**config.mk**
```make
export PLATFORM = sky130hd
export DESIGN_NAME = multicycle_control
export DESIGN_NICKNAME = d
export VERILOG_FILES = /design/src/rtl/multicycle_pkg.sv /design/src/rtl/multicycle_out_decode.sv /design/src/rtl/multicycle_control.sv
export SDC_FILE = /design/constraint.sdc
export NUM_CORES = 1
export LEC_CHECK = 0
export ABC_AREA = 0
export CAP_MARGIN = 40
export CELL_PAD_IN_SITES_DETAIL_PLACEMENT = 1
export CELL_PAD_IN_SITES_GLOBAL_PLACEMENT = 1
export CORE_MARGIN = 3
export CORE_UTILIZATION = 39
export CTS_CLUSTER_DIAMETER = 100
export DETAILED_ROUTE_END_ITERATION = 12
export PLACE_DENSITY_LB_ADDON = 0.1
export SLEW_MARGIN = 5
export SYNTH_ARGS = -nofsm -noshare
export SYNTH_HDL_FRONTEND = slang
export SYNTH_SLANG_ARGS = --single-unit
```
**constraint.sdc**
```tcl
create_clock -name clk -period 2.7 [get_ports clk]
set_input_delay 0.675 -clock clk [delete_from_list [all_inputs] [get_ports clk]]
set_output_delay 0.675 -clock clk [all_outputs]
set_load 0.005 [all_outputs]
```
**src/rtl/multicycle_pkg.sv**
```systemverilog
// Shared types and constants for the multi-cycle MIPS-subset main controller.
package multicycle_pkg;

  localparam int unsigned STATE_W = 4;
  localparam int unsigned OP_W    = 6;

  typedef enum logic [STATE_W-1:0] {
    S_FETCH    = 4'd0,
    S_DECODE   = 4'd1,
    S_MEM_ADDR = 4'd2,
    S_MEM_RD   = 4'd3,
    S_MEM_WB   = 4'd4,
    S_MEM_WR   = 4'd5,
    S_R_EXEC   = 4'd6,
    S_R_WB     = 4'd7,
    S_BRANCH   = 4'd8,
    S_JUMP     = 4'd9,
    S_I_EXEC   = 4'd10,
    S_I_WB     = 4'd11
  } state_e;

  localparam logic [OP_W-1:0] OP_RTYPE = 6'b000000;
  localparam logic [OP_W-1:0] OP_ORI   = 6'b001101;
  localparam logic [OP_W-1:0] OP_ADDIU = 6'b001001;
  localparam logic [OP_W-1:0] OP_LW    = 6'b100011;
  localparam logic [OP_W-1:0] OP_SW    = 6'b101011;
  localparam logic [OP_W-1:0] OP_BEQ   = 6'b000100;
  localparam logic [OP_W-1:0] OP_J     = 6'b000010;

  localparam logic [2:0] ALU_ADD   = 3'b000;
  localparam logic [2:0] ALU_FUNCT = 3'b001;
  localparam logic [2:0] ALU_OR    = 3'b010;
  localparam logic [2:0] ALU_SUB   = 3'b100;

  localparam logic [1:0] SRCB_RT     = 2'b00;
  localparam logic [1:0] SRCB_FOUR   = 2'b01;
  localparam logic [1:0] SRCB_IMM    = 2'b10;
  localparam logic [1:0] SRCB_IMM_SH = 2'b11;

  localparam logic [1:0] PCSRC_ALU    = 2'b00;
  localparam logic [1:0] PCSRC_ALUOUT = 2'b01;
  localparam logic [1:0] PCSRC_JUMP   = 2'b10;

  typedef struct packed {
    logic       pc_wr;
    logic       pc_wr_cond;
    logic       iord;
    logic       mem_rd;
    logic       mem_wr;
    logic       ir_wr;
    logic       reg_dst;
    logic       reg_wr;
    logic       mem_to_reg;
    logic       alu_src_a;
    logic [1:0] alu_src_b;
    logic       ext_op;
    logic [2:0] alu_op;
    logic [1:0] pc_source;
    logic       illegal_op;
  } ctrl_t;

  function automatic logic op_supported(input logic [OP_W-1:0] op);
    case (op)
      OP_RTYPE, OP_ORI, OP_ADDIU, OP_LW, OP_SW, OP_BEQ, OP_J: op_supported = 1'b1;
      default:                                                op_supported = 1'b0;
    endcase
  endfunction

endpackage

```
**src/rtl/multicycle_out_decode.sv**
```systemverilog
// Combinational state/op -> datapath control word decoder.
module multicycle_out_decode
  import multicycle_pkg::*;
(
  input  state_e          i_state,
  input  logic [OP_W-1:0] i_op,
  input  logic            i_mem_ready,
  output ctrl_t           o_ctrl
);

  always_comb begin
    o_ctrl = '0;
    case (i_state)
      S_FETCH: begin
        o_ctrl.mem_rd    = 1'b1;
        o_ctrl.alu_src_b = SRCB_FOUR;
        o_ctrl.alu_op    = ALU_ADD;
        o_ctrl.pc_source = PCSRC_ALU;
        // PC and IR only update when the instruction word actually arrives
        o_ctrl.pc_wr     = i_mem_ready;
        o_ctrl.ir_wr     = i_mem_ready;
      end
      S_DECODE: begin
        o_ctrl.alu_src_b  = SRCB_IMM_SH;
        o_ctrl.ext_op     = 1'b1;
        o_ctrl.illegal_op = ~op_supported(i_op);
      end
      S_MEM_ADDR: begin
        o_ctrl.alu_src_a = 1'b1;
        o_ctrl.alu_src_b = SRCB_IMM;
        o_ctrl.ext_op    = 1'b1;
        o_ctrl.alu_op    = ALU_ADD;
      end
      S_MEM_RD: begin
        o_ctrl.mem_rd = 1'b1;
        o_ctrl.iord   = 1'b1;
      end
      S_MEM_WB: begin
        o_ctrl.reg_wr     = 1'b1;
        o_ctrl.mem_to_reg = 1'b1;
      end
      S_MEM_WR: begin
        o_ctrl.mem_wr = 1'b1;
        o_ctrl.iord   = 1'b1;
      end
      S_R_EXEC: begin
        o_ctrl.alu_src_a = 1'b1;
        o_ctrl.alu_src_b = SRCB_RT;
        o_ctrl.alu_op    = ALU_FUNCT;
      end
      S_R_WB: begin
        o_ctrl.reg_wr  = 1'b1;
        o_ctrl.reg_dst = 1'b1;
      end
      S_BRANCH: begin
        o_ctrl.alu_src_a  = 1'b1;
        o_ctrl.alu_src_b  = SRCB_RT;
        o_ctrl.alu_op     = ALU_SUB;
        o_ctrl.pc_wr_cond = 1'b1;
        o_ctrl.pc_source  = PCSRC_ALUOUT;
      end
      S_JUMP: begin
        o_ctrl.pc_wr     = 1'b1;
        o_ctrl.pc_source = PCSRC_JUMP;
      end
      S_I_EXEC: begin
        o_ctrl.alu_src_a = 1'b1;
        o_ctrl.alu_src_b = SRCB_IMM;
        if (i_op == OP_ORI) begin
          o_ctrl.alu_op = ALU_OR;
          o_ctrl.ext_op = 1'b0;
        end else begin
          o_ctrl.alu_op = ALU_ADD;
          o_ctrl.ext_op = 1'b1;
        end
      end
      S_I_WB: begin
        o_ctrl.reg_wr = 1'b1;
      end
      default: o_ctrl = '0;
    endcase
  end

endmodule

```
**src/rtl/multicycle_control.sv**
```systemverilog
// Multi-cycle main controller: state register, next-state logic, reset gating
// of control outputs and retired-instruction counter.
module multicycle_control
  import multicycle_pkg::*;
#(
  parameter int unsigned CNT_W = 32
) (
  input  logic                 clk,
  input  logic                 rst_n,
  input  logic [OP_W-1:0]      op,
  input  logic                 mem_ready,
  output logic                 PCWr,
  output logic                 PCWrCond,
  output logic                 IorD,
  output logic                 MemRd,
  output logic                 MemWr,
  output logic                 IRWr,
  output logic                 RegDst,
  output logic                 RegWr,
  output logic                 MemtoReg,
  output logic                 ALUSrcA,
  output logic [1:0]           ALUSrcB,
  output logic                 ExtOp,
  output logic [2:0]           ALUop,
  output logic [1:0]           PCSource,
  output logic                 illegal_op,
  output logic [STATE_W-1:0]   state,
  output logic [CNT_W-1:0]     instr_cnt
);

  state_e           r_state;
  state_e           w_state_nxt;
  logic             w_retire;
  logic [CNT_W-1:0] r_instr_cnt;
  ctrl_t            w_ctrl;
  ctrl_t            w_ctrl_g;

  always_ff @(posedge clk or negedge rst_n) begin
    if (!rst_n) r_state <= S_FETCH;
    else        r_state <= w_state_nxt;
  end

  // Next state and retire strobe; retire fires on the edge leaving a final step.
  always_comb begin
    w_state_nxt = r_state;
    w_retire    = 1'b0;
    case (r_state)
      S_FETCH:    if (mem_ready) w_state_nxt = S_DECODE;
      S_DECODE: begin
        case (op)
          OP_LW, OP_SW:     w_state_nxt = S_MEM_ADDR;
          OP_RTYPE:         w_state_nxt = S_R_EXEC;
          OP_ORI, OP_ADDIU: w_state_nxt = S_I_EXEC;
          OP_BEQ:           w_state_nxt = S_BRANCH;
          OP_J:             w_state_nxt = S_JUMP;
          default:          w_state_nxt = S_FETCH;
        endcase
      end
      S_MEM_ADDR: w_state_nxt = (op == OP_LW) ? S_MEM_RD : S_MEM_WR;
      S_MEM_RD:   if (mem_ready) w_state_nxt = S_MEM_WB;
      S_MEM_WR: begin
        if (mem_ready) begin
          w_state_nxt = S_FETCH;
          w_retire    = 1'b1;
        end
      end
      S_R_EXEC:   w_state_nxt = S_R_WB;
      S_I_EXEC:   w_state_nxt = S_I_WB;
      S_MEM_WB, S_R_WB, S_BRANCH, S_JUMP, S_I_WB: begin
        w_state_nxt = S_FETCH;
        w_retire    = 1'b1;
      end
      default:    w_state_nxt = S_FETCH;
    endcase
  end

  always_ff @(posedge clk or negedge rst_n) begin
    if (!rst_n)        r_instr_cnt <= '0;
    else if (w_retire) r_instr_cnt <= r_instr_cnt + CNT_W'(1);
  end

  multicycle_out_decode u_out_decode (
    .i_state     (r_state),
    .i_op        (op),
    .i_mem_ready (mem_ready),
    .o_ctrl      (w_ctrl)
  );

  // No datapath write may leak out while reset is held.
  assign w_ctrl_g = rst_n ? w_ctrl : '0;

  assign PCWr       = w_ctrl_g.pc_wr;
  assign PCWrCond   = w_ctrl_g.pc_wr_cond;
  assign IorD       = w_ctrl_g.iord;
  assign MemRd      = w_ctrl_g.mem_rd;
  assign MemWr      = w_ctrl_g.mem_wr;
  assign IRWr       = w_ctrl_g.ir_wr;
  assign RegDst     = w_ctrl_g.reg_dst;
  assign RegWr      = w_ctrl_g.reg_wr;
  assign MemtoReg   = w_ctrl_g.mem_to_reg;
  assign ALUSrcA    = w_ctrl_g.alu_src_a;
  assign ALUSrcB    = w_ctrl_g.alu_src_b;
  assign ExtOp      = w_ctrl_g.ext_op;
  assign ALUop      = w_ctrl_g.alu_op;
  assign PCSource   = w_ctrl_g.pc_source;
  assign illegal_op = w_ctrl_g.illegal_op;
  assign state      = r_state;
  assign instr_cnt  = r_instr_cnt;

endmodule

```
* Yosys cells after proc, flatten, opt, wreduce, memory -nomap -nowiden
Cells that the tools add are included. Widths: inputs -> output; s select.
Word-level totals: latch bits 0, ROM bits 0, bits in writable memories 0, register bits after elaboration 36, memories 0, output and inout port bits 55, logic and storage cells 64
Cells by class: bitwise logic cells 1, equal/unequal tests 20, divide/modulo/power cells 0, shifts and indexed selects 0, order comparisons 0, mux-type cells 27, reduce and logical (&&, ||, !) cells 13, $mul 0, $add $sub $neg 1
Operators by type and width (number):
- $add 32x1->32 const B | 1
- $pmux 4 s7 | 1
- $pmux 4 s5 | 1
- $mux 19 | 1
- $eq 4x3->1 const B | 4
- $eq 4x4->1 const B | 4
- $mux 4 | 4
- $mux 1 | 13
- $eq 6x4->1 const B | 2
- $eq 6x6->1 const B | 2
- $reduce_or 2->1 | 6
- $pmux 3 s3 | 1
- $eq 4x2->1 const B | 2
- $reduce_or 7->1 | 1
- $eq 6x2->1 const B | 1
- $eq 6x3->1 const B | 1
- $logic_not 6->1 | 1
- $ne 2x2->1 const B | 3
- $pmux 1 s2 | 3
- $pmux 2 s3 | 1
- $reduce_or 5->1 | 1
- $eq 4x1->1 const B | 1
- $logic_not 4->1 | 1
- $pmux 2 s2 | 1
- other kinds (5) | 5

* Logic depth before layout (Yosys ltp)
Gate-level depths: netlist of run 1.
word-level depth 7, depth in mapped cells 7, depth with buffers taken out 5

* By module
From an unflattened synthesis of run 1, not the netlist that was laid out.
Second synthesis, totals: cell total of the unflattened synthesis 237, area, all modules 2224.6 µm²
Modules (own cells, without submodules):
- multicycle_control | sequential area each 900.9 µm², area an instance 1950.6 µm², instances 1, cells each 193
- multicycle_out_decode | sequential area each 0.0 µm², area an instance 274.0 µm², instances 1, cells each 44

* Worst setup path before layout of run 1
No wires, ideal clock.
path kind in2out, start point in rst_n, end point out PCSource[0], data arrival time 1441 ps, stages on the path 4, setup slack 584 ps, cells stage by stage nand2b_1 -> or2_2 -> nor3_1 -> buf_4
On the way: word-level cells in the longest chain between the ends 1
Ends and longest elaborated chain:
- start: declaration | line multicycle_control.sv:9 | input logic rst_n,
- $mux 19 | line multicycle_control.sv:90 | assign w_ctrl_g = rst_n ? w_ctrl : '0;
- end: declaration | line multicycle_control.sv:25 | output logic [1:0] PCSource,
No other way between the ends.

* Final worst setup path of run 1
start point reg r_state[2] (netlist: state[2]), end point out PCWr
On the way: word-level cells in the longest chain between the ends 3, elaborated cells on any way between the ends 4, classes of those cells eq/ne: 1; mux: 2; reduce/logical: 1
Ends and longest elaborated chain:
- start: declaration | line multicycle_control.sv:31 | state_e r_state;
- start signal: assignment | line multicycle_control.sv:40 | else r_state <= w_state_nxt;
- $eq 4x4->1 or $logic_not 4->1 (tied branches) | line multicycle_out_decode.sv:13 | case (i_state)
- $pmux 1 s2 * | line multicycle_out_decode.sv:13
- $mux 19 * | line multicycle_control.sv:90
- end: declaration | line multicycle_control.sv:12 | output logic PCWr,
Every way passes the cells marked *; elsewhere a longest branch is shown, timed or not.

==> results of run 1 <==
[final timing paths]
path                       depth (start not counted)           from             to  slack, ns
hold reg to reg                                    1  instr_cnt[31]  instr_cnt[31]       0.48
setup reg to reg                                   6       state[2]  instr_cnt[14]       0.59
max in group asynchronous                          2          rst_n  instr_cnt[19]       2.01
min in group clk                                   1  instr_cnt[31]  instr_cnt[31]       0.48
hold / removal                                     2          rst_n       state[2]       0.46
setup / recovery                                   5       state[2]           PCWr      -0.03
[Yosys cell counts (2+ instances only)]
library cell / instances / area [µm²]
sky130_fd_sc_hd__dfrtp_1: 36 / 901
sky130_fd_sc_hd__xor2_1: 30 / 263
sky130_fd_sc_hd__nor2_1: 17 / 63.8
sky130_fd_sc_hd__nor3_1: 16 / 80.1
sky130_fd_sc_hd__nor4_2: 16 / 200
sky130_fd_sc_hd__nand2_1: 15 / 56.3
sky130_fd_sc_hd__nand3_1: 13 / 65.1
sky130_fd_sc_hd__nand4_1: 9 / 56.3
sky130_fd_sc_hd__clkbuf_1: 8 / 30.0
sky130_fd_sc_hd__inv_1: 7 / 26.3
sky130_fd_sc_hd__and4_1: 5 / 43.8
sky130_fd_sc_hd__a21oi_1: 4 / 20.0
sky130_fd_sc_hd__buf_6: 4 / 45.0
sky130_fd_sc_hd__nand2b_1: 4 / 25.0
sky130_fd_sc_hd__nor4_1: 4 / 25.0
sky130_fd_sc_hd__o21ai_0: 4 / 20.0
sky130_fd_sc_hd__xnor2_1: 4 / 35.0
sky130_fd_sc_hd__and2_1: 3 / 18.8
sky130_fd_sc_hd__buf_2: 3 / 15.0
sky130_fd_sc_hd__or4_1: 3 / 22.5
sky130_fd_sc_hd__and3_1: 2 / 12.5
sky130_fd_sc_hd__buf_4: 2 / 15.0
sky130_fd_sc_hd__nor4b_1: 2 / 17.5
sky130_fd_sc_hd__or2_2: 2 / 12.5
sky130_fd_sc_hd__or3_1: 2 / 12.5
[per-stage QoR]
stage / setup TNS [ns] / hold slack (ns)
2_1_floorplan: 0 / 0.379
3_5_place_dp: -1.44 / 0.465
4_1_cts: -0.148 / 0.444
5_1_grt: -0.0848 / 0.467
3_3_place_gp: -0.896 / 0.457
6_report: -0.0292 / 0.460
[state kept, by name, summed over array words and instances (netlist names)]
signal and cells:
state 4, instr_cnt 32
[cell type report]
type / count / share of cell area [%]
Inverter: 7 / 0.796
Sequential cell: 36 / 27.4
Multi-Input combinational cell: 176 / 39.9
Timing Repair Buffer: 95 / 26.3
Clock inverter: 2 / 0.303
Clock buffer: 6 / 2.50
Tap cell: 72 / 2.73
[cells in the final DEF (no fill, tap or decap), drive strengths merged, types with 2 or more instances in the layout]
cell / synthesis / final
nor3: 16 / 16
clkdlybuf4s50: 0 / 51
or4: 4 / 4
clkbuf: 8 / 8
nor4b: 3 / 3
buf: 10 / 33
nand4: 9 / 9
and4: 5 / 5
a21oi: 4 / 4
and3: 2 / 2
clkinv: 0 / 2
dlygate4sd2: 0 / 6
nor4: 20 / 20
dlymetal6s2s: 0 / 2
inv: 7 / 7
nor2: 17 / 17
nand3: 13 / 13
dfrtp: 36 / 36
and2: 3 / 3
or3: 2 / 2
nand2: 15 / 15
nor2b: 2 / 2
or2: 2 / 2
nand2b: 4 / 4
o21ai: 4 / 4
xor2: 30 / 30
xnor2: 4 / 4
[timing repair]
| item | CTS | global route |
|---|---|---|
| setup buffers | 1 | 8 |
| setup endpoints to repair | 7 | 9 |
| pin swaps | 3 | 4 |
| resized for setup | 20 | 18 |
[kinds of logic after synthesis]
family | Yosys count
AOI/OAI and AO/OA | 18
muxes | 2
and+or+nand+nor | 121
buffers and inverters | 25
DFF | 36
adders and majority gates | 1
xor gates and xnor gates | 34
[power groups by stage]
stage / sequential (mW) / combinational (mW) / clock (mW)
floorplan: 0.733 / 0.515 / 0
global placement: 0.757 / 0.856 / 0
detailed placement: 0.757 / 0.879 / 0
CTS: 0.750 / 0.895 / 0.414
global route: 0.767 / 1.01 / 0.431
finish: 0.749 / 0.907 / 0.403
[per-layer routing]
metal	GRT usage [%]	wire [µm]	up-vias
li1	-	-	1020
met1	28.5	3140	1069
met2	33.2	3470	57
met3	3.15	255	9
met4	4.08	58	0
met5	0	0	-
==> PnR_summary.wiki, run 1 <==
{| class="wikitable"
! Metric !! Value
|-
| Dominant combinational cell family by area after synthesis || simple AND/OR/NAND/NOR gates
|-
| Die outline area || 6810 µm²
|-
| Final instance count without filler cells || 394
|-
| Endpoint kind of the worst setup timing path || output pin
|-
| Largest net degree at the start of global routing || 22
|-
| CTS Hold Bufs || 0
|-
| Number of hold-slack violations in the final timing report || 0
|-
| Max FO, Critical Path || 7
|-
| Clock Latency Late Sink || 0.28 ns
|-
| Clock tree buffer depth || 2
|-
| Standard cell area after detailed placement || 3080 µm²
|-
| Number of global-route vias before repair || 2192
|-
| Synth unique cells || 47
|-
| Power Total || 2.06 mW
|-
| Slowest cell on crit path || sky130_fd_sc_hd__clkdlybuf4s50_1
|-
| Portion of netlist area occupied by mux cells || 0.931%
|-
| Final Critical Period || 2.73 ns
|-
| Clock edge transition at the registers on the reported setup and hold paths || 0.08 ns
|-
| Design internal power || 1.23 mW
|-
| Overall routed net length || 6.93 mm
|-
| Slowest cell delay on critical path || 0.51 ns
|-
| CTS HTree Levels || 2
|-
| Endpoint arrival time on the critical path || 2.05 ns
|-
| Detailed-routing iteration count for the pre-antenna-repair pass || 4
|-
| Initial cell density of the core || 41.0%
|-
| Yosys reg bits || 36
|-
| Number of CTS-inserted buffers || 5
|-
| Dpl hpwl || 4.73 mm
|-
| Max Clock Skew || 0.00681 ns
|-
| Post-synth EDFFs || 0
|-
| Area growth from synthesis to layout || 44.5%
|-
| Final period util || 101%
|-
| Leakage power of the design || 1.25 nW
|-
| Seq/Total Area, Yosys || 39.4%
|-
| CP Launch Type || flop
|-
| Input/output buffers || 63
|-
| Transition time at the pin with the least slew margin || 0.703 ns
|-
| TritonCTS clock tree || done
|-
| Global-route wire length before repair || 10.8 mm
|-
| Net Count, Synth || 247
|-
| Sequential Power Share || 36.4%
|-
| IO Count || 64
|-
| Slew Limit Headroom || 53.2%
|-
| Count of max-cap constraint violations || 0
|-
| Commonest register cell after synthesis || sky130_fd_sc_hd__dfrtp_1
|-
| Vias per inst || 5.47
|-
| Violations in the final reports || setup timing
|-
| Height of the die || 82.5 µm
|-
| Area of the multi-input gates || 1320 µm²
|-
| Count of yosys warnings during synthesis || 0
|-
| Number of nets with antenna violations after routing || 0
|-
| Total of fill cells in the finished design || 642
|-
| Share of cells above drive strength 1 || 24.8%
|-
| Switching power share of the total || 40.1%
|-
| Final core area utilization || 59.2%
|-
| Final cell area excluding filler cells || 3300 µm²
|-
| Number of placed cells counting well taps || 377
|-
| Chain of cells forming the critical path || nor2_2 -> nand2_2 -> nor4_4 -> or2_4 -> clkdlybuf4s50_1
|-
| Post-synthesis adder-cell area fraction || 0.548%
|-
| Required @ worst endpoint || 2.03 ns
|-
| Total gr overflow || 0
|-
| Post-synthesis compound-gate area fraction || 5.26%
|-
| DRC Markers || 0
|-
| Global-route usage over all layers || 20.3%
|-
| Post-Synthesis Mean Instance Area || 9.64 µm²
|-
| Worst Path Buf+Inv || 1
|-
| Clock tree root driver cell || sky130_fd_sc_hd__clkbuf_8
|-
| First-iteration detailed-routing DRC count || 55
|-
| Type of the worst min-delay path || in2async
|-
| Area of the core || 5570 µm²
|-
| Outcome || finished with violations
|-
| Nets@finish || 331
|-
| Setup Viol. Count Final || 1
|-
| Simple-gate portion of the synthesized area || 34.9%
|-
| Part of the total power dissipated in combinational logic || 44.1%
|-
| Highest Clock Rate || 0.366 GHz
|-
| Number of inserted diodes || 0
|-
| Post-placement setup slack || -0.379 ns
|-
| Clk pwr share || 19.6%
|-
| Critical setup path kind || reg2out
|-
| Power per cell area || 624 nW/µm²
|-
| Final weighted congestion of routability-driven global placement || 0.752
|-
| Fraction of synthesized cell area in xor and xnor cells || 13.0%
|-
| Average routed wire per standard cell || 17.6 µm
|-
| Storage cell area || 905 µm²
|-
| Placement Rows || 27
|-
| Antenna violations before repair || 0
|-
| Net Switching || 0.825 mW
|-
| Vias || 2155
|-
| Post-Synthesis Cells || 237
|-
| Cell family with most CP delay || simple AND/OR/NAND/NOR gates
|-
| Die extent in x || 82.5 µm
|-
| Post-synthesis instance area || 2280 µm²
|-
| Max Transition Viols Final || 0
|-
| Share of flip-flops with an asynchronous set or reset || 100%
|-
| Max IR drop VDD || 0.476 mV
|-
| Worst setup slack after layout || -0.0292 ns
|-
| Clock sink count || 36
|}
No activity file was read; power rests on OpenSTA's default activity.
==> run 2: changes to the inputs <==
--- a/config.mk
+++ b/config.mk
@@ -7,7 +7,7 @@
 export LEC_CHECK = 0
 export ABC_AREA = 0
 export CAP_MARGIN = 40
-export CELL_PAD_IN_SITES_DETAIL_PLACEMENT = 1
+export CELL_PAD_IN_SITES_DETAIL_PLACEMENT = 0
 export CELL_PAD_IN_SITES_GLOBAL_PLACEMENT = 1
 export CORE_MARGIN = 3
 export CORE_UTILIZATION = 39
==> run 2 against run 1 <==
The run now ends clean. Total power fell by 2.6%. Cell count fell by 1.0%. Sequential share of layout area rose by 0.52 points. Non-clock buffer count fell by 4. Combinational power fell by 5.1%. Wire length fell by 18%. Register-to-register slack barely moved. Utilization fell by 1.1 points. Flip-flop and latch count did not move. Largest cell class unchanged. Via count fell by 6.0%. Die area did not move. Clock skew rose by 0.0018 ns.
==> PnR_summary.wiki, run 2 (synthesis gave the netlist of run 1 again) <==
{| class="wikitable"
! Metric !! Value
|-
| Outcome || finished clean (was finished with violations)
|-
| First-iteration detailed-routing DRC count || 103 (was 55)
|-
| Average routed wire per standard cell || 14.6 µm (was 17.6 µm)
|-
| Highest Clock Rate || 0.383 GHz (was 0.366 GHz)
|-
| Number of CTS-inserted buffers || 5 (unchanged)
|-
| Setup Viol. Count Final || 0 (was 1)
|-
| Overall routed net length || 5.71 mm (was 6.93 mm)
|-
| Critical setup path kind || reg2out (unchanged)
|-
| Number of nets with antenna violations after routing || 0 (unchanged)
|-
| Required @ worst endpoint || 2.03 ns (about the same)
|-
| Max Clock Skew || 0.00856 ns (was 0.00681 ns)
|-
| Area of the core || 5570 µm² (unchanged)
|-
| Nets@finish || 327 (was 331)
|-
| DRC Markers || 0 (unchanged)
|-
| Final instance count without filler cells || 390 (was 394)
|-
| Type of the worst min-delay path || in2async (unchanged)
|-
| Clock tree root driver cell || sky130_fd_sc_hd__clkbuf_8 (unchanged)
|-
| Clock sink count || 36 (unchanged)
|-
| Clock tree buffer depth || 2 (unchanged)
|-
| Endpoint kind of the worst setup timing path || output pin (unchanged)
|-
| Max FO, Critical Path || 8 (was 7)
|-
| Area growth from synthesis to layout || 41.8% (was 44.5%)
|-
| TritonCTS clock tree || done (unchanged)
|-
| Final weighted congestion of routability-driven global placement || 0.752 (unchanged)
|-
| Number of global-route vias before repair || 2014 (was 2192)
|-
| Vias per inst || 5.19 (was 5.47)
|-
| Max IR drop VDD || 0.451 mV (was 0.476 mV)
|-
| Number of hold-slack violations in the final timing report || 0 (unchanged)
|-
| Global-route usage over all layers || 18.2% (was 20.3%)
|-
| Die extent in x || 82.5 µm (unchanged)
|-
| IO Count || 64 (unchanged)
|-
| CTS Hold Bufs || 0 (unchanged)
|-
| Initial cell density of the core || 41.0% (unchanged)
|-
| Placement Rows || 27 (unchanged)
|-
| Power Total || 2.01 mW (was 2.06 mW)
|-
| Detailed-routing iteration count for the pre-antenna-repair pass || 4 (unchanged)
|-
| Final total negative setup slack || 0 ns (was -0.0292 ns)
|-
| Largest net degree at the start of global routing || 22 (unchanged)
|-
| Commonest cells after routing, fill and taps aside || sky130_fd_sc_hd__clkdlybuf4s50_1 (51), sky130_fd_sc_hd__dfrtp_1 (33), sky130_fd_sc_hd__xor2_1 (30) (was sky130_fd_sc_hd__clkdlybuf4s50_1 (51), sky130_fd_sc_hd__dfrtp_1 (33), sky130_fd_sc_hd__buf_4 (30))
|-
| Height of the die || 82.5 µm (unchanged)
|-
| Endpoint arrival time on the critical path || 1.94 ns (was 2.05 ns)
|-
| Clock edge transition at the registers on the reported setup and hold paths || 0.07 ns (was 0.08 ns)
|-
| Final Critical Period || 2.61 ns (was 2.73 ns)
|-
| Final-layout worst hold slack || 0.426 ns (was 0.460 ns)
|-
| Clock Latency Late Sink || 0.29 ns (was 0.28 ns)
|-
| Transition time at the pin with the least slew margin || 0.665 ns (was 0.703 ns)
|-
| Slew Limit Headroom || 55.7% (was 53.2%)
|-
| Number of placed cells counting well taps || 377 (unchanged)
|-
| Count of max-cap constraint violations || 0 (unchanged)
|-
| RSZ-0062 raised after global routing || false
|-
| Most frequent standard cell in the layout excluding fill and tap cells || sky130_fd_sc_hd__clkdlybuf4s50_1 (unchanged)
|-
| Power per cell area || 619 nW/µm² (was 624 nW/µm²)
|-
| CTS HTree Levels || 2 (unchanged)
|-
| Share of cells above drive strength 1 || 21.1% (was 24.8%)
|-
| CP Launch Type || flop (unchanged)
|-
| Input/output buffers || 63 (unchanged)
|-
| Flip-flop count of the largest register after layout || 32 (unchanged)
|-
| Vias || 2025 (was 2155)
|-
| Total gr overflow || 0 (unchanged)
|-
| Global-route wire length before repair || 9.76 mm (was 10.8 mm)
|-
| Leakage power of the design || 1.21 nW (was 1.25 nW)
|-
| Number of inserted diodes || 0 (unchanged)
|-
| Antenna violations before repair || 0 (unchanged)
|-
| Final period util || 96.7% (was 101%)
|-
| Dpl hpwl || 4.09 mm (was 4.73 mm)
|-
| Die outline area || 6810 µm² (unchanged)
|-
| Max Transition Viols Final || 0 (unchanged)
|}
## run 2: final timing paths
check	startpoint	end	slack, ns	depth (start not counted)
max in group asynchronous	rst_n	instr_cnt[12]	2.03	2
min in group clk	instr_cnt[31]	instr_cnt[31]	0.48	1
worst max register to register	state[1]	instr_cnt[14]	0.60	6
worst min register to register	instr_cnt[31]	instr_cnt[31]	0.48	1
worst min-delay path	rst_n	state[0]	0.43	2
worst max-delay path	state[2]	PCSource[1]	0.09	4
## run 2: metrics by stage
step                cell area [µm²]  worst slack [ns]  utilization (%)
floorplan                      2280             0.584                -
global placement               3080            -0.264             55.2
detailed placement             3080            -0.299             55.2
CTS                            3200           0.00199             57.4
global route                   3240           0.00281             58.1
finish                         3240            0.0882             58.1
## run 2: area by class of cell
class | count | area [µm²]
clock buffer | 8 | 90.1
fill | 551 | 2330
inverter | 7 | 26.3
multi-input combinational | 176 | 1290
sequential | 36 | 905
tap | 72 | 90.1
timing repair buffer | 91 | 842
## run 2: power by group
group          internal (mW)  switching [mW]  total [mW]
clock                  0.208           0.191       0.399
combinational          0.398           0.463       0.861
sequential             0.623           0.122       0.746
## run 2: metal layers
metal | track usage (%) | part of all wire [%] | vias to the layer above
li1 | - | - | 1013
met1 | 26.8 | 51 | 964
met2 | 27.6 | 45 | 41
met3 | 3.36 | 3.3 | 7
met4 | 3.92 | 0.72 | 0
met5 | 0 | 0 | -
## run 2: critical path, cell delays in order, from the launching register on
cell,delay (ns)
sky130_fd_sc_hd__dfrtp_2,0.46
sky130_fd_sc_hd__nand2b_1,0.17
sky130_fd_sc_hd__or2_2,0.33
sky130_fd_sc_hd__nor2_1,0.17
sky130_fd_sc_hd__clkdlybuf4s50_1,0.52
## run 2: timing repair
| item | CTS | global route |
|---|---|---|
| gates resized for setup | 21 | 4 |
| setup endpoints to repair | 7 | 5 |
| pin swaps | 4 | 1 |
| setup buffers | 2 | 3 |
==> run 3: changes to the inputs <==
--- a/config.mk
+++ b/config.mk
@@ -10,7 +10,7 @@
 export CELL_PAD_IN_SITES_DETAIL_PLACEMENT = 0
 export CELL_PAD_IN_SITES_GLOBAL_PLACEMENT = 1
 export CORE_MARGIN = 3
-export CORE_UTILIZATION = 39
+export CORE_UTILIZATION = 30
 export CTS_CLUSTER_DIAMETER = 100
 export DETAILED_ROUTE_END_ITERATION = 12
 export PLACE_DENSITY_LB_ADDON = 0.1
==> run 3 against run 2 <==
Hold slack worse by 0.051 ns. Combinational power increased by 2.4%. Die area up 28%. Worst setup slack got worse by 0.0093 ns. Sequential share of layout area fell by 0.41 points. Global-route usage is 3.5 points lower. Wire length is 7.9% higher. Critical path type is now in2out. Critical endpoint is now PCWr.
==> PnR_summary.wiki, run 3 (synthesis gave the netlist of run 1 again) <==
{| class="wikitable"
! Metric !! Value
|-
| Final Critical Period || 2.62 ns (was 2.61 ns)
|-
| Flip-flop count of the largest register after layout || 32 (unchanged)
|-
| Nets@finish || 329 (was 327)
|-
| DRC Markers || 0 (unchanged)
|-
| CTS HTree Levels || 2 (unchanged)
|-
| FF-to-FF setup slack || 0.59 ns (was 0.60 ns)
|-
| Commonest cells after routing, fill and taps aside || sky130_fd_sc_hd__clkdlybuf4s50_1 (52), sky130_fd_sc_hd__dfrtp_1 (34), sky130_fd_sc_hd__xor2_1 (30) (was sky130_fd_sc_hd__clkdlybuf4s50_1 (51), sky130_fd_sc_hd__dfrtp_1 (33), sky130_fd_sc_hd__xor2_1 (30))
|-
| Average routed wire per standard cell || 14.7 µm (was 14.6 µm)
|-
| Placement Rows || 31 (was 27)
|-
| Outcome || finished clean (unchanged)
|-
| Clock Latency Late Sink || 0.28 ns (was 0.29 ns)
|-
| Type of the worst min-delay path || in2async (unchanged)
|-
| Total gr overflow || 0 (unchanged)
|-
| Endpoint of the worst-slack reg-to-reg timing path || instr_cnt[31] (was instr_cnt[14])
|-
| Critical setup path kind || in2out (was reg2out)
|-
| Max Transition Viols Final || 0 (unchanged)
|-
| Endpoint arrival time on the critical path || 1.95 ns (was 1.94 ns)
|-
| Initial cell density of the core || 31.2% (was 41.0%)
|-
| Post-placement setup slack || -0.285 ns (was -0.299 ns)
|-
| Vias || 2062 (was 2025)
|-
| Part of the total power dissipated in combinational logic || 43.7% (was 42.9%)
|-
| Worst setup slack after layout || 0.0790 ns (was 0.0882 ns)
|-
| Number of nets with antenna violations after routing || 0 (unchanged)
|-
| Design internal power || 1.24 mW (was 1.23 mW)
|-
| Net Switching || 0.782 mW (was 0.776 mW)
|-
| Highest Clock Rate || 0.382 GHz (was 0.383 GHz)
|-
| Final cell area excluding filler cells || 3280 µm² (was 3240 µm²)
|-
| Transition time at the pin with the least slew margin || 0.626 ns (was 0.665 ns)
|-
| Number of CTS-inserted buffers || 5 (unchanged)
|-
| Die extent in x || 93.3 µm (was 82.5 µm)
|-
| Number of inserted diodes || 0 (unchanged)
|-
| Vias per inst || 4.92 (was 5.19)
|-
| Share of cells above drive strength 1 || 22.2% (was 21.1%)
|-
| CP Launch Type || input pin (was flop)
|-
| Number of global-route vias before repair || 2088 (was 2014)
|-
| Clock tree root driver cell || sky130_fd_sc_hd__clkbuf_8 (unchanged)
|-
| Antenna violations before repair || 0 (unchanged)
|-
| Clock tree buffer depth || 2 (unchanged)
|-
| Count of max-cap constraint violations || 0 (unchanged)
|-
| Slew Limit Headroom || 58.2% (was 55.7%)
|-
| Final period util || 97.1% (was 96.7%)
|-
| Endpoint kind of the worst setup timing path || output pin (unchanged)
|-
| Required @ worst endpoint || 2.03 ns (about the same)
|-
| Power Total || 2.02 mW (was 2.01 mW)
|-
| Clk pwr share || 19.5% (was 19.9%)
|-
| First-iteration detailed-routing DRC count || 44 (was 103)
|-
| Clock edge transition at the registers on the reported setup and hold paths || 0.07 ns (about the same)
|-
| Largest net degree at the start of global routing || 35 (was 22)
|-
| Detailed-routing iteration count for the pre-antenna-repair pass || 4 (unchanged)
|-
| Leakage power of the design || 1.22 nW (was 1.21 nW)
|-
| Area growth from synthesis to layout || 43.7% (was 41.8%)
|-
| Sequential Power Share || 36.8% (was 37.2%)
|-
| Final weighted congestion of routability-driven global placement || 0.809 (was 0.752)
|-
| Setup Viol. Count Final || 0 (unchanged)
|-
| Max FO, Critical Path || 4 (was 8)
|-
| Clock sink count || 36 (unchanged)
|-
| Overall routed net length || 6.16 mm (was 5.71 mm)
|-
| Register-to-Register Path Depth || 6 (unchanged)
|-
| Height of the die || 93.3 µm (was 82.5 µm)
|-
| Startpoint of the worst-slack reg-to-reg timing path || state[2] (was state[1])
|-
| Area of the core || 7330 µm² (was 5570 µm²)
|-
| CTS Hold Bufs || 0 (unchanged)
|-
| IO Count || 64 (unchanged)
|-
| Standard cell area after detailed placement || 3130 µm² (was 3080 µm²)
|-
| Power per cell area || 615 nW/µm² (was 619 nW/µm²)
|-
| Dpl hpwl || 4.45 mm (was 4.09 mm)
|-
| Number of hold-slack violations in the final timing report || 0 (unchanged)
|-
| Global-route usage over all layers || 14.6% (was 18.2%)
|-
| Most frequent standard cell in the layout excluding fill and tap cells || sky130_fd_sc_hd__clkdlybuf4s50_1 (unchanged)
|-
| Switching power share of the total || 38.7% (about the same)
|-
| Die outline area || 8700 µm² (was 6810 µm²)
|-
| RSZ-0062 raised after global routing || false (unchanged)
|-
| Max Clock Skew || 0.00466 ns (was 0.00856 ns)
|-
| Max IR drop VDD || 0.287 mV (was 0.451 mV)
|-
| TritonCTS clock tree || done (unchanged)
|-
| Input/output buffers || 63 (unchanged)
|-
| Global-route wire length before repair || 10.3 mm (was 9.76 mm)
|}
[run 3: cell count changes in the layout (fill, tap and decap cells not counted), sizes merged]
cell,change
dlygate4sd2,-2
clkdlybuf4s50,+1
clkbuf,+1
buf,+2
[run 3: layout make-up]
class / instances / area [µm²]
fillers: 714 / 4050
well taps: 99 / 124
multi-input cells: 176 / 1290
inverters: 7 / 26.3
clock buffers: 8 / 90.1
flip-flops and latches: 36 / 903
repair buffers: 93 / 851
[run 3: how the worst max path moves through the flow]
stage,start,end,slack (ns)
finish,rst_n,PCWr,0.08
detailed placement,op[3],ExtOp,-0.28
CTS,op[2],illegal_op,0.01
floorplan,rst_n,PCSource[0],0.58
global route,op[2],ExtOp,0.008
global placement,mem_ready,PCWr,-0.28
[run 3: power groups by stage]
stage	registers, mW	clock network, mW	logic, mW
floorplan	0.733	0	0.515
global placement	0.756	0	0.872
detailed placement	0.757	0	0.871
CTS	0.748	0.412	0.873
global route	0.763	0.432	0.974
finish	0.744	0.394	0.882
[run 3: stage by stage]
step / TNS (ns) / util [%] / instances / hold WS, ns
finish: 0 / 44.8 / 419 / 0.374
global route: 0 / 44.8 / 419 / 0.371
global placement: -1.24 / 42.6 / 406 / 0.457
CTS: 0 / 44.0 / 415 / 0.366
floorplan: 0 / - / 237 / 0.379
detailed placement: -1.12 / 42.6 / 406 / 0.469
[run 3: timing repair]
item                                    in CTS  in global routing
buffers inserted                             1                  4
gates cloned                                 0                  0
endpoints found under the setup margin       6                  6
pin swaps                                    3                  1
gates resized for setup                     14                 12
[run 3: worst max-delay path, cell delays in order]
cell                              delay, ns
sky130_fd_sc_hd__buf_2                 0.15
sky130_fd_sc_hd__nand2_1               0.11
sky130_fd_sc_hd__nor4_2                0.27
sky130_fd_sc_hd__buf_4                 0.16
sky130_fd_sc_hd__or2_2                 0.10
sky130_fd_sc_hd__clkdlybuf4s50_1       0.48
[run 3: per-layer routing]
metal	global-route usage, %	share of wire, %	vias up
met4	3.91	1.2	0
met5	0	0	-
met3	3.94	4.9	9
met1	19.7	47	977
li1	-	-	1019
met2	23.1	47	57
